===== src/rtl/vip_stream_arbiter_pkg.sv =====
`default_nettype none
// ============================================================================
// vip_stream_arbiter_pkg : FSM state type, pixel width and 2-way RR pick
// Rev 1.0
// ============================================================================
package vip_stream_arbiter_pkg;

  localparam int VIP_DWIDTH = 24;

  typedef enum logic [1:0] {
    ST_IDLE = 2'd0,
    ST_GNT  = 2'd1,
    ST_HOLD = 2'd2
  } state_e;

  // Prefer the pointer channel when it requests, otherwise take the other one.
  function automatic logic vip_rr_pick(input logic [1:0] req, input logic ptr);
    return req[ptr] ? ptr : ~ptr;
  endfunction

endpackage
`default_nettype wire


===== src/rtl/vip_stream_arbiter.sv =====
`default_nettype none
// ============================================================================
// vip_stream_arbiter : burst round-robin share of one vip core by two pixel FIFOs
// Rev 1.0
// ============================================================================
module vip_stream_arbiter
  import vip_stream_arbiter_pkg::*;
#(
  parameter int DWIDTH    = VIP_DWIDTH,
  parameter int BURST_LEN = 640,
  parameter int TIMEOUT   = 255
) (
  input  logic              clock_i,
  input  logic              reset_i,
  input  logic [DWIDTH-1:0] ff0_rdata_i,
  output logic              ff0_rdreq_o,
  input  logic              ff0_empty_i,
  input  logic [DWIDTH-1:0] ff1_rdata_i,
  output logic              ff1_rdreq_o,
  input  logic              ff1_empty_i,
  input  logic [1:0]        ch_en_i,
  output logic [DWIDTH-1:0] core_rdata_o,
  input  logic              core_rdreq_i,
  output logic              core_empty_o,
  output logic              grant_id_o,
  output logic              grant_vld_o,
  output logic              burst_start_o,
  output logic [15:0]       burst_cnt0_o,
  output logic [15:0]       burst_cnt1_o
);

  localparam int WW = $clog2(BURST_LEN + 1);
  localparam int SW = (TIMEOUT > 0) ? $clog2(TIMEOUT + 1) : 1;
  localparam logic [WW-1:0] c_last_word = WW'(BURST_LEN - 1);
  localparam logic [SW-1:0] c_last_starve = SW'(TIMEOUT - 1);
  localparam logic          c_to_en = (TIMEOUT != 0);

  state_e          state_q;
  logic            grant_id_q;
  logic            rr_q;
  logic            burst_start_q;
  logic [15:0]     cnt0_q, cnt1_q;
  logic [WW-1:0]   wcnt_q, wcnt_d;
  logic [SW-1:0]   scnt_q, scnt_d;

  logic [1:0]      req;
  logic            in_gnt;
  logic            sel_empty;
  logic            fwd;
  logic            last_word;
  logic            starved;

  assign req       = ch_en_i & ~{ff1_empty_i, ff0_empty_i};
  assign in_gnt    = (state_q == ST_GNT);
  assign sel_empty = grant_id_q ? ff1_empty_i : ff0_empty_i;
  assign fwd       = in_gnt & core_rdreq_i & ~sel_empty;
  assign last_word = fwd & (wcnt_q == c_last_word);
  // The starve count is bumped on this cycle, so compare against TIMEOUT-1.
  assign starved   = c_to_en & in_gnt & sel_empty & (scnt_q == c_last_starve);

  assign ff0_rdreq_o   = fwd & ~grant_id_q;
  assign ff1_rdreq_o   = fwd & grant_id_q;
  assign core_empty_o  = ~in_gnt | sel_empty;
  assign grant_id_o    = grant_id_q;
  assign grant_vld_o   = (state_q != ST_IDLE);
  assign burst_start_o = burst_start_q;
  assign burst_cnt0_o  = cnt0_q;
  assign burst_cnt1_o  = cnt1_q;

  // FIFO data only arrives during GNT/HOLD, so IDLE can present zero.
  assign core_rdata_o = (state_q == ST_IDLE) ? '0 :
                        (grant_id_q ? ff1_rdata_i : ff0_rdata_i);

  always_comb begin
    wcnt_d = wcnt_q;
    scnt_d = scnt_q;
    if (state_q == ST_IDLE) begin
      wcnt_d = '0;
      scnt_d = '0;
    end else if (in_gnt) begin
      if (fwd) begin
        wcnt_d = wcnt_q + WW'(1);
        scnt_d = '0;
      end else if (sel_empty) begin
        scnt_d = scnt_q + SW'(1);
      end
    end
  end

  always_ff @(posedge clock_i) begin
    if (reset_i) begin
      wcnt_q <= '0;
      scnt_q <= '0;
    end else begin
      wcnt_q <= wcnt_d;
      scnt_q <= scnt_d;
    end
  end

  always_ff @(posedge clock_i) begin
    if (reset_i) begin
      state_q       <= ST_IDLE;
      grant_id_q    <= 1'b0;
      rr_q          <= 1'b0;
      burst_start_q <= 1'b0;
      cnt0_q        <= '0;
      cnt1_q        <= '0;
    end else begin
      burst_start_q <= 1'b0;
      case (state_q)
        ST_IDLE: begin
          if (|req) begin
            grant_id_q    <= vip_rr_pick(req, rr_q);
            burst_start_q <= 1'b1;
            state_q       <= ST_GNT;
          end
        end
        ST_GNT: begin
          if (last_word) begin
            state_q <= ST_HOLD;
            if (grant_id_q) cnt1_q <= cnt1_q + 16'd1;
            else            cnt0_q <= cnt0_q + 16'd1;
          end else if (starved) begin
            state_q <= ST_HOLD;
          end
        end
        ST_HOLD: begin
          rr_q    <= ~grant_id_q;
          state_q <= ST_IDLE;
        end
        default: state_q <= ST_IDLE;
      endcase
    end
  end

endmodule
`default_nettype wire


===== config.mk =====
export PLATFORM = sky130hd
export DESIGN_NAME = vip_stream_arbiter
export DESIGN_NICKNAME = d
export VERILOG_FILES = /design/src/rtl/vip_stream_arbiter_pkg.sv /design/src/rtl/vip_stream_arbiter.sv
export SDC_FILE = /design/constraint.sdc
export NUM_CORES = 1
export LEC_CHECK = 0
export CAP_MARGIN = 10
export CORE_MARGIN = 3
export CORE_UTILIZATION = 35
export DETAILED_ROUTE_END_ITERATION = 10
export PLACE_DENSITY = 0.73
export REMOVE_ABC_BUFFERS = 1
export SLEW_MARGIN = 20
export SYNTH_ARGS = -nofsm -noshare
export SYNTH_HDL_FRONTEND = slang
export SYNTH_SLANG_ARGS = --single-unit

===== constraint.sdc =====
create_clock -name clock_i -period 3.27 [get_ports clock_i]
set_input_delay 0.654 -clock clock_i [delete_from_list [all_inputs] [get_ports clock_i]]
set_output_delay 0.654 -clock clock_i [all_outputs]
set_load 0.01 [all_outputs]

==> results of run 1 <==
-- report_power, final --
part	switching, mW	internal [mW]
Sequential	0.00565	0.675
Clock	0.216	0.167
Combinational	0.134	0.159
-- cell families after synthesis --
logic type,count (synthesis)
compound gates,87
flops,55
xor+xnor,7
fa+ha+maj,5
mux,30
buf+inv,32
simple gates,181
-- worst max path at each step --
stage	depth (start not counted)	endpoint	from
final	4	ff0_rdreq_o	ff0_empty_i
after global routing	4	ff0_rdreq_o	ff0_empty_i
after detailed placement	4	ff0_rdreq_o	ff0_empty_i
after CTS	4	ff0_rdreq_o	ff0_empty_i
after floorplan	4	burst_cnt1_o[15]	grant_id_o
after global placement	4	ff0_rdreq_o	ff0_empty_i
-- registers in the layout, indices dropped and copies added, names as in the netlist --
signal	cells
burst_cnt0_o	16
burst_cnt1_o	16
wcnt_q	10
scnt_q	8
state_q	2
burst_start_o	1
grant_id_o	1
rr_q	1
-- layer usage --
layer / track usage, % / routed length, µm / vias up
li1: - / - / 1695
met1: 22.5 / 4010 / 1615
met2: 30.4 / 4570 / 69
met3: 2.13 / 298 / 6
met4: 5.21 / 97 / 0
met5: 0 / 0 / -
-- tightest hold or removal path, stage by stage (launching register included) --
cell and delay [ps]:
dfxtp_1 330, o31ai_1 70, a21oi_1 50
-- area by class of cell --
class                   instances  area, µm²
clock buffers                   6       82.6
clock inverters                 1       5.00
fillers                       862       4230
inverters                       7       26.3
multi-input cells             310       1960
flip-flops and latches         55       1100
well taps                     108        135
repair buffers                125       1230
-- synthesized netlist by cell type, types with 3 or more instances --
master | number | area (µm²)
or4_1 | 22 | 165
nor2b_1 | 10 | 62.6
xor2_1 | 3 | 26.3
o31ai_1 | 22 | 165
ha_1 | 5 | 62.6
nand4_1 | 12 | 75.1
mux2_2 | 5 | 56.3
or3_1 | 6 | 37.5
buf_1 | 6 | 22.5
a21oi_1 | 41 | 205
nand2b_1 | 3 | 18.8
nand3_1 | 22 | 110
and4_1 | 6 | 52.6
inv_1 | 7 | 26.3
nor4_1 | 9 | 56.3
and2_1 | 4 | 25.0
nor3_1 | 6 | 30.0
nor2_1 | 45 | 169
nand2_1 | 20 | 75.1
nor3b_1 | 4 | 30.0
mux2i_1 | 25 | 250
dfxtp_1 | 55 | 1100
xnor2_1 | 4 | 35.0
o21ai_0 | 14 | 70.1
or2_2 | 3 | 18.8
clkbuf_1 | 17 | 63.8
-- through the flow --
| step | hold slack, ps | power (mW) |
|---|---|---|
| floorplan | 459 | 0.811 |
| global placement | 462 | 0.986 |
| detailed placement | 478 | 0.990 |
| CTS | 491 | 1.37 |
| global route | 500 | 1.42 |
| finish | 492 | 1.36 |
==> flow_summary.ini, run 1 <==
[setup_path]
crit_buf_inv = 2
r2r_end = burst_cnt1_o[15]
critPathRequiredTime_ps = 2620
critPathMaxFanout = 6
critPathMaxStageDelay_ps = 560
critPathLaunchType = input pin
end_kind = output pin
r2r-start = state_q[1]
crit_chain = clkdlybuf4s50_1 -> or2_2 -> nor2_1 -> clkdlybuf4s50_1
reg2regPathDepth = 4
crit_arrival_ps = 2200
cp_slowest_cell = clkdlybuf4s50_1
reg2reg_setup_slack_ps = 1010
setup.worst_path.class = in2out
crit_family = buffers and inverters
cpMostUsedCell = clkdlybuf4s50_1

[place]
dp.cells = 605
gp_congestion = 0.783
io_buffer_count = 116
placed_area_um2 = 4450
hpwl_um = 6590
pre_cts_slack_ps = 418

[global_routing]
grt_pass1_vias = 3177
gr-total-overflow = 0
grt_pass1_wl_um = 14800
antenna_found_initial = 0
grt_use_total_pct = 17.4
grt_max_degree = 42

[die]
start_util_pct = 36.4
die_w_um = 101
fp-row-count = 34
die_area_um2 = 10300
io_pins = 117
coreArea_um2 = 8760
die_y_um = 101

[detailed_routing]
via_per_inst = 5.53
wirelength_um = 8970
detail_route.wl_per_cell_um = 14.7
drtIter0Drc = 178
route.detailed.drc = 0
via_count = 3385
first_pass_iters = 5
final_antenna_net_count = 0

[finish]
antenna_cells = 0
final_layout_size_suffix_gt1_share_pct = 5.36
final_common_cell = clkdlybuf4s50_1
most-common-layout-cells = clkdlybuf4s50_1 (116), dfxtp_1 (55), nor2_1 (45), a21oi_1 (41), mux2i_1 (25)
stdcell_count = 612
synthToLayoutAreaGrowth_pct = 42.3
fin_area_um2 = 4540
nets = 564
post-route-util_pct = 51.8

[logic_synthesis]
ys_seq_elements = 55
synth_cell_type_count = 43
syn_avg_cell_area_um2 = 8.03
synth_compound_area_share_pct = 16.3
yosysWarnings = 0
synth_mux_area_share_pct = 9.62
async_flop_share_pct = 0
synth_edf_count = 0
netlist_instances = 397
synth_fa_ha_area_share_pct = 1.96
synthesis.area_um2 = 3190
ys_seq_area_share_pct = 34.6
synth_simple_gate_area_share_pct = 31.6
synth_xor_area_share_pct = 1.92
ys.flop_type = dfxtp_1
synth_top_family_by_area = simple AND/OR/NAND/NOR gates

[clocking]
cts.clk_slew.worst_paths_ps = 100
cts_tree = built
clk_latency_ps = 310
numCtsBuffers = 5
cts_hold_buf = 0
cts_root_buf = clkbuf_8
cts_buffer_depth = 2
cts_resized = 0
htree_levels = 2
cts_sinks = 55
cts_setup_buffers = 0

[min_path]
whs_endpoint = burst_cnt0_o[15]
holdPathStages = 2
hold_class = reg2reg
worstHoldStart = burst_cnt0_o[15]

[pwr]
p_leak_nw = 1.40
ir_drop_mv = 0.157
power_density_nw_per_um2 = 299

[sta]
finalClockSkew_ps = 13.4
clock.fmax_ghz = 0.350
max-slew-margin-rel_pct = 52.4
final-hold-violation-count = 0
finalSetupViolations = 0
worst_slew_pin_slew_ps = 715
fin_crit_sh_pct = 87.3
fin_ws_ps = 417
drv_slew = 0
rsz0062_at_grt = no
setup_tns_ps = 0
post-route-min-period_ps = 2850

[run_status]
status = completed

[run]
max_cap_violations = 0
(Power assumes the default switching activity.)
==> inputs of run 2 (changes only) <==
--- a/config.mk
+++ b/config.mk
@@ -10,6 +10,7 @@
 export CORE_UTILIZATION = 35
 export DETAILED_ROUTE_END_ITERATION = 10
 export PLACE_DENSITY = 0.73
+export RECOVER_POWER = 50
 export REMOVE_ABC_BUFFERS = 1
 export SLEW_MARGIN = 20
 export SYNTH_ARGS = -nofsm -noshare
==> run 2 against run 1 <==
Effect of this change:
- cell count is the same
- routed wire length shrank 0.32%
- combinational power is essentially flat
- highest routed layer unchanged
- the flow now finishes with violations (capacitance limit, slew limit)
- sequential power is essentially flat
- critical path type unchanged
==> flow_summary.ini, run 2 (same netlist as run 1, synthesis figures left out) <==
[sta]
fin_crit_sh_pct = 90.3
clock.fmax_ghz = 0.339
drv_slew = 42
rsz0062_at_grt = no
max-slew-margin-rel_pct = -17.6
worst_slew_pin_slew_ps = 1760
finalSetupViolations = 0
finalClockSkew_ps = 14.3
fin_ws_ps = 318
setup_tns_ps = 0
post-route-min-period_ps = 2950
final-hold-violation-count = 0

[setup_path]
cp_slowest_cell = dlygate4sd3_1
startpoint = ff0_empty_i
critPathMaxStageDelay_ps = 610
critPathLaunchType = input pin
r2r-start = state_q[1]
setup.worst_path.class = in2out
critPathRequiredTime_ps = 2620
crit_arrival_ps = 2300
end_kind = output pin
critPathMaxFanout = 6
crit_chain = dlygate4sd3_1 -> or2_2 -> nor2_1 -> clkdlybuf4s50_1

[place]
pre_cts_slack_ps = 418
gp_congestion = 0.783
hpwl_um = 6590
io_buffer_count = 116
dp.cells = 605
placed_area_um2 = 4450

[global_routing]
grt_use_total_pct = 17.4
gr-total-overflow = 0
grt_pass1_wl_um = 14800
grt_max_degree = 42
antenna_found_initial = 0
grt_pass1_vias = 3177

[detailed_routing]
route.detailed.drc = 0
detail_route.wl_per_cell_um = 14.6
drtIter0Drc = 151
via_per_inst = 5.52
via_count = 3380
final_antenna_net_count = 0
first_pass_iters = 5
wirelength_um = 8940

[pwr]
finalPower_mw = 1.36
ir_drop_mv = 0.158
power_density_nw_per_um2 = 299
p_leak_nw = 1.52

[clocking]
cts_tree = built
clk_latency_ps = 310
numCtsBuffers = 5
cts_sinks = 55
cts_hold_buf = 0
htree_levels = 2
cts.clk_slew.worst_paths_ps = 100
cts_setup_buffers = 0
cts_resized = 0
cts_root_buf = clkbuf_8
cts_buffer_depth = 2

[die]
die_area_um2 = 10300
die_w_um = 101
coreArea_um2 = 8760
start_util_pct = 36.4
io_pins = 117
die_y_um = 101
fp-row-count = 34

[finish]
stdcell_count = 612
final_layout_size_suffix_gt1_share_pct = 4.96
final_common_cell = clkdlybuf4s50_1
most-common-layout-cells = clkdlybuf4s50_1 (81), dfxtp_1 (55), nor2_1 (45), a21oi_1 (41), dlygate4sd3_1 (35)
fin_area_um2 = 4530
antenna_cells = 0
nets = 564
synthToLayoutAreaGrowth_pct = 42.2

[run_status]
status = complete, but fails checks
violations = capacitance limit, slew limit

[run]
max_cap_violations = 1

[min_path]
hold_class = reg2reg
worstHoldStart = burst_cnt0_o[15]
-- run 2: per-layer routing --
layer,vias up,GRT usage [%],share of wire [%]
met5,-,0,0
met4,0,5.21,1.1
met3,6,2.13,3.7
met2,70,30.4,51
met1,1608,22.5,44
li1,1696,-,-
-- run 2: layout make-up --
type	instances	area, µm²
multi-input cells	310	1960
flip-flops and latches	55	1100
fillers	864	4230
repair buffers	125	1220
clock inverters	1	5.00
inverters	7	26.3
well taps	108	135
clock buffers	6	82.6
-- run 2: path summary, 6_finish.rpt --
kind / cells past startpoint / endpoint / slack, ps
worst max register to register: 4 / burst_cnt1_o[15] / 1010
worst max-delay path: 4 / ff0_rdreq_o / 320
worst min-delay path: 2 / burst_cnt0_o[15] / 490
worst min register to register: 2 / burst_cnt0_o[15] / 490
-- run 2: worst max-delay path, delay by kind of cell --
kind / cells / cell delay [ps]
and+or+nand+nor: 2 / 480
buffers and inverters: 2 / 1170
-- run 2: per-stage QoR --
| step | util, % | hold WS, ps |
|---|---|---|
| 6_report | 51.7 | 486 |
| 3_3_place_gp | 50.8 | 462 |
| 5_1_grt | 51.7 | 498 |
| 4_1_cts | 51.8 | 491 |
| 2_1_floorplan | - | 459 |
| 3_5_place_dp | 50.8 | 478 |
-- run 2: where the power goes --
group	internal (mW)	switching (mW)	leakage (nW)
clock network	0.167	0.217	0.0470
registers	0.675	0.00556	0.444
logic	0.158	0.133	1.03
==> inputs of run 3 (changes only) <==
--- a/config.mk
+++ b/config.mk
@@ -6,7 +6,7 @@
 export NUM_CORES = 1
 export LEC_CHECK = 0
 export CAP_MARGIN = 10
-export CORE_MARGIN = 3
+export CORE_MARGIN = 2
 export CORE_UTILIZATION = 35
 export DETAILED_ROUTE_END_ITERATION = 10
 export PLACE_DENSITY = 0.73
==> constraint.sdc (replaced) <==
create_clock -name clock_i -period 2.8 [get_ports clock_i]
set_input_delay 0.56 -clock clock_i [delete_from_list [all_inputs] [get_ports clock_i]]
set_output_delay 0.56 -clock clock_i [all_outputs]
set_load 0.01 [all_outputs]
==> run 3 against run 2 <==
Effect of this change:
- the run now ends clean
- critical path depth up 1
- clock skew is 1.1 ps higher
- sequential cell count did not move
- global-route usage is essentially flat
- critical endpoint unchanged
- largest cell class unchanged
- largest power group unchanged
- highest routed layer unchanged
==> flow_summary.ini, run 3 (same netlist as run 1, synthesis figures left out) <==
[clocking]
numCtsBuffers = 5
cts_tree = built
htree_levels = 2
cts_resized = 0
cts_buffer_depth = 2
clk_latency_ps = 320
cts_setup_buffers = 0
cts_hold_buf = 0
cts.clk_slew.worst_paths_ps = 120
cts_sinks = 55
cts_root_buf = clkbuf_8

[pwr]
p_leak_nw = 1.54
finalPower_mw = 1.61
ir_drop_mv = 0.195
power_density_nw_per_um2 = 352

[sta]
max-slew-margin-rel_pct = 46.7
post-route-min-period_ps = 2660
final-hold-violation-count = 0
fin_crit_sh_pct = 95.0
fin_ws_ps = 139
drv_slew = 0
worst_slew_pin_slew_ps = 799
finalClockSkew_ps = 15.4
rsz0062_at_grt = no
hold_slack_ps = 494
finalSetupViolations = 0
clock.fmax_ghz = 0.376

[finish]
nets = 571
fillers = 819
stdcell_count = 620
post-route-util_pct = 52.3
antenna_cells = 0
final_common_cell = clkdlybuf4s50_1
most-common-layout-cells = clkdlybuf4s50_1 (82), dfxtp_1 (55), nor2_1 (45), a21oi_1 (41), dlygate4sd3_1 (34)
synthToLayoutAreaGrowth_pct = 43.7
final_layout_size_suffix_gt1_share_pct = 6.25

[die]
coreArea_um2 = 8760
die_y_um = 99.4
fp-row-count = 34
io_pins = 117
die_area_um2 = 9880
start_util_pct = 36.4
die_w_um = 99.4

[setup_path]
cpMostUsedCell = clkdlybuf4s50_1
critPathRequiredTime_ps = 2240
critPathMaxStageDelay_ps = 570
crit_arrival_ps = 2100
cp_slowest_cell = clkdlybuf4s50_1
critPathLaunchType = input pin
setup.worst_path.class = in2out
end_kind = output pin
crit_buf_inv = 3
crit_family = buffers and inverters
critPathMaxFanout = 11
crit_chain = clkdlybuf4s50_1 -> nand3b_1 -> buf_4 -> nor2_1 -> clkdlybuf4s50_1

[global_routing]
grt_pass1_vias = 3235
antenna_found_initial = 0
grt_pass1_wl_um = 14500
gr-total-overflow = 0
grt_max_degree = 32
grt_use_total_pct = 17.4

[place]
dp.cells = 612
gp_congestion = 0.809
hpwl_um = 6520
pre_cts_slack_ps = 117
io_buffer_count = 116

[detailed_routing]
via_per_inst = 5.49
drtIter0Drc = 78
first_pass_iters = 4
detail_route.wl_per_cell_um = 13.9
routed-wl-met2_um = 4350
wirelength_um = 8650
top_layer_used = met4
m1WireLength_um = 3820
dr_wl_met3_um = 274
final_antenna_net_count = 0
route.detailed.drc = 0
via_count = 3401

[run]
max_cap_violations = 0

[run_status]
status = completed

[min_path]
hold_class = reg2reg
[run 3: final cells by class]
| class | instances | area (µm²) | share of cell area [%] |
|---|---|---|---|
| flip-flops and latches | 55 | 1100 | 24.0 |
| multi-input cells | 310 | 1950 | 42.6 |
| clock buffers | 5 | 68.8 | 1.50 |
| inverters | 7 | 26.3 | 0.574 |
| repair buffers | 132 | 1270 | 27.8 |
| clock inverters | 3 | 25.0 | 0.546 |
| well taps | 108 | 135 | 2.95 |
[run 3: report_power, final]
| part | total, mW | internal [mW] | switching [mW] |
|---|---|---|---|
| registers | 0.795 | 0.788 | 0.00641 |
| logic | 0.351 | 0.194 | 0.157 |
| clock network | 0.467 | 0.183 | 0.284 |
| total | 1.61 | 1.17 | 0.448 |
[run 3: path summary, 6_finish.rpt]
| path | cells past startpoint | slack, ps | start | endpoint |
|---|---|---|---|---|
| setup reg to reg | 4 | 520 | grant_id_o | burst_cnt1_o[15] |
| hold reg to reg | 2 | 490 | burst_cnt0_o[15] | burst_cnt0_o[15] |
| setup / recovery | 5 | 140 | core_rdreq_i | ff0_rdreq_o |
| hold / removal | 2 | 490 | burst_cnt0_o[15] | burst_cnt0_o[15] |
[run 3: routing by layer]
metal,track usage (%),vias up
met5,0,-
met4,6.22,0
met3,2.18,16
met2,31.8,75
met1,21.0,1597
li1,-,1713
[run 3: worst reg2reg max path, stage by stage (launching register included)]
cell	delay, ps
dfxtp_1	460
nand4bb_1	200
or4_1	770
nor4_1	400
mux2_2	360
[run 3: stage by stage]
step	instance area, µm²	TNS (ps)
floorplan	3080	-5.92
global placement	4500	0
detailed placement	4500	0
CTS	4590	0
global route	4580	0
finish	4580	0
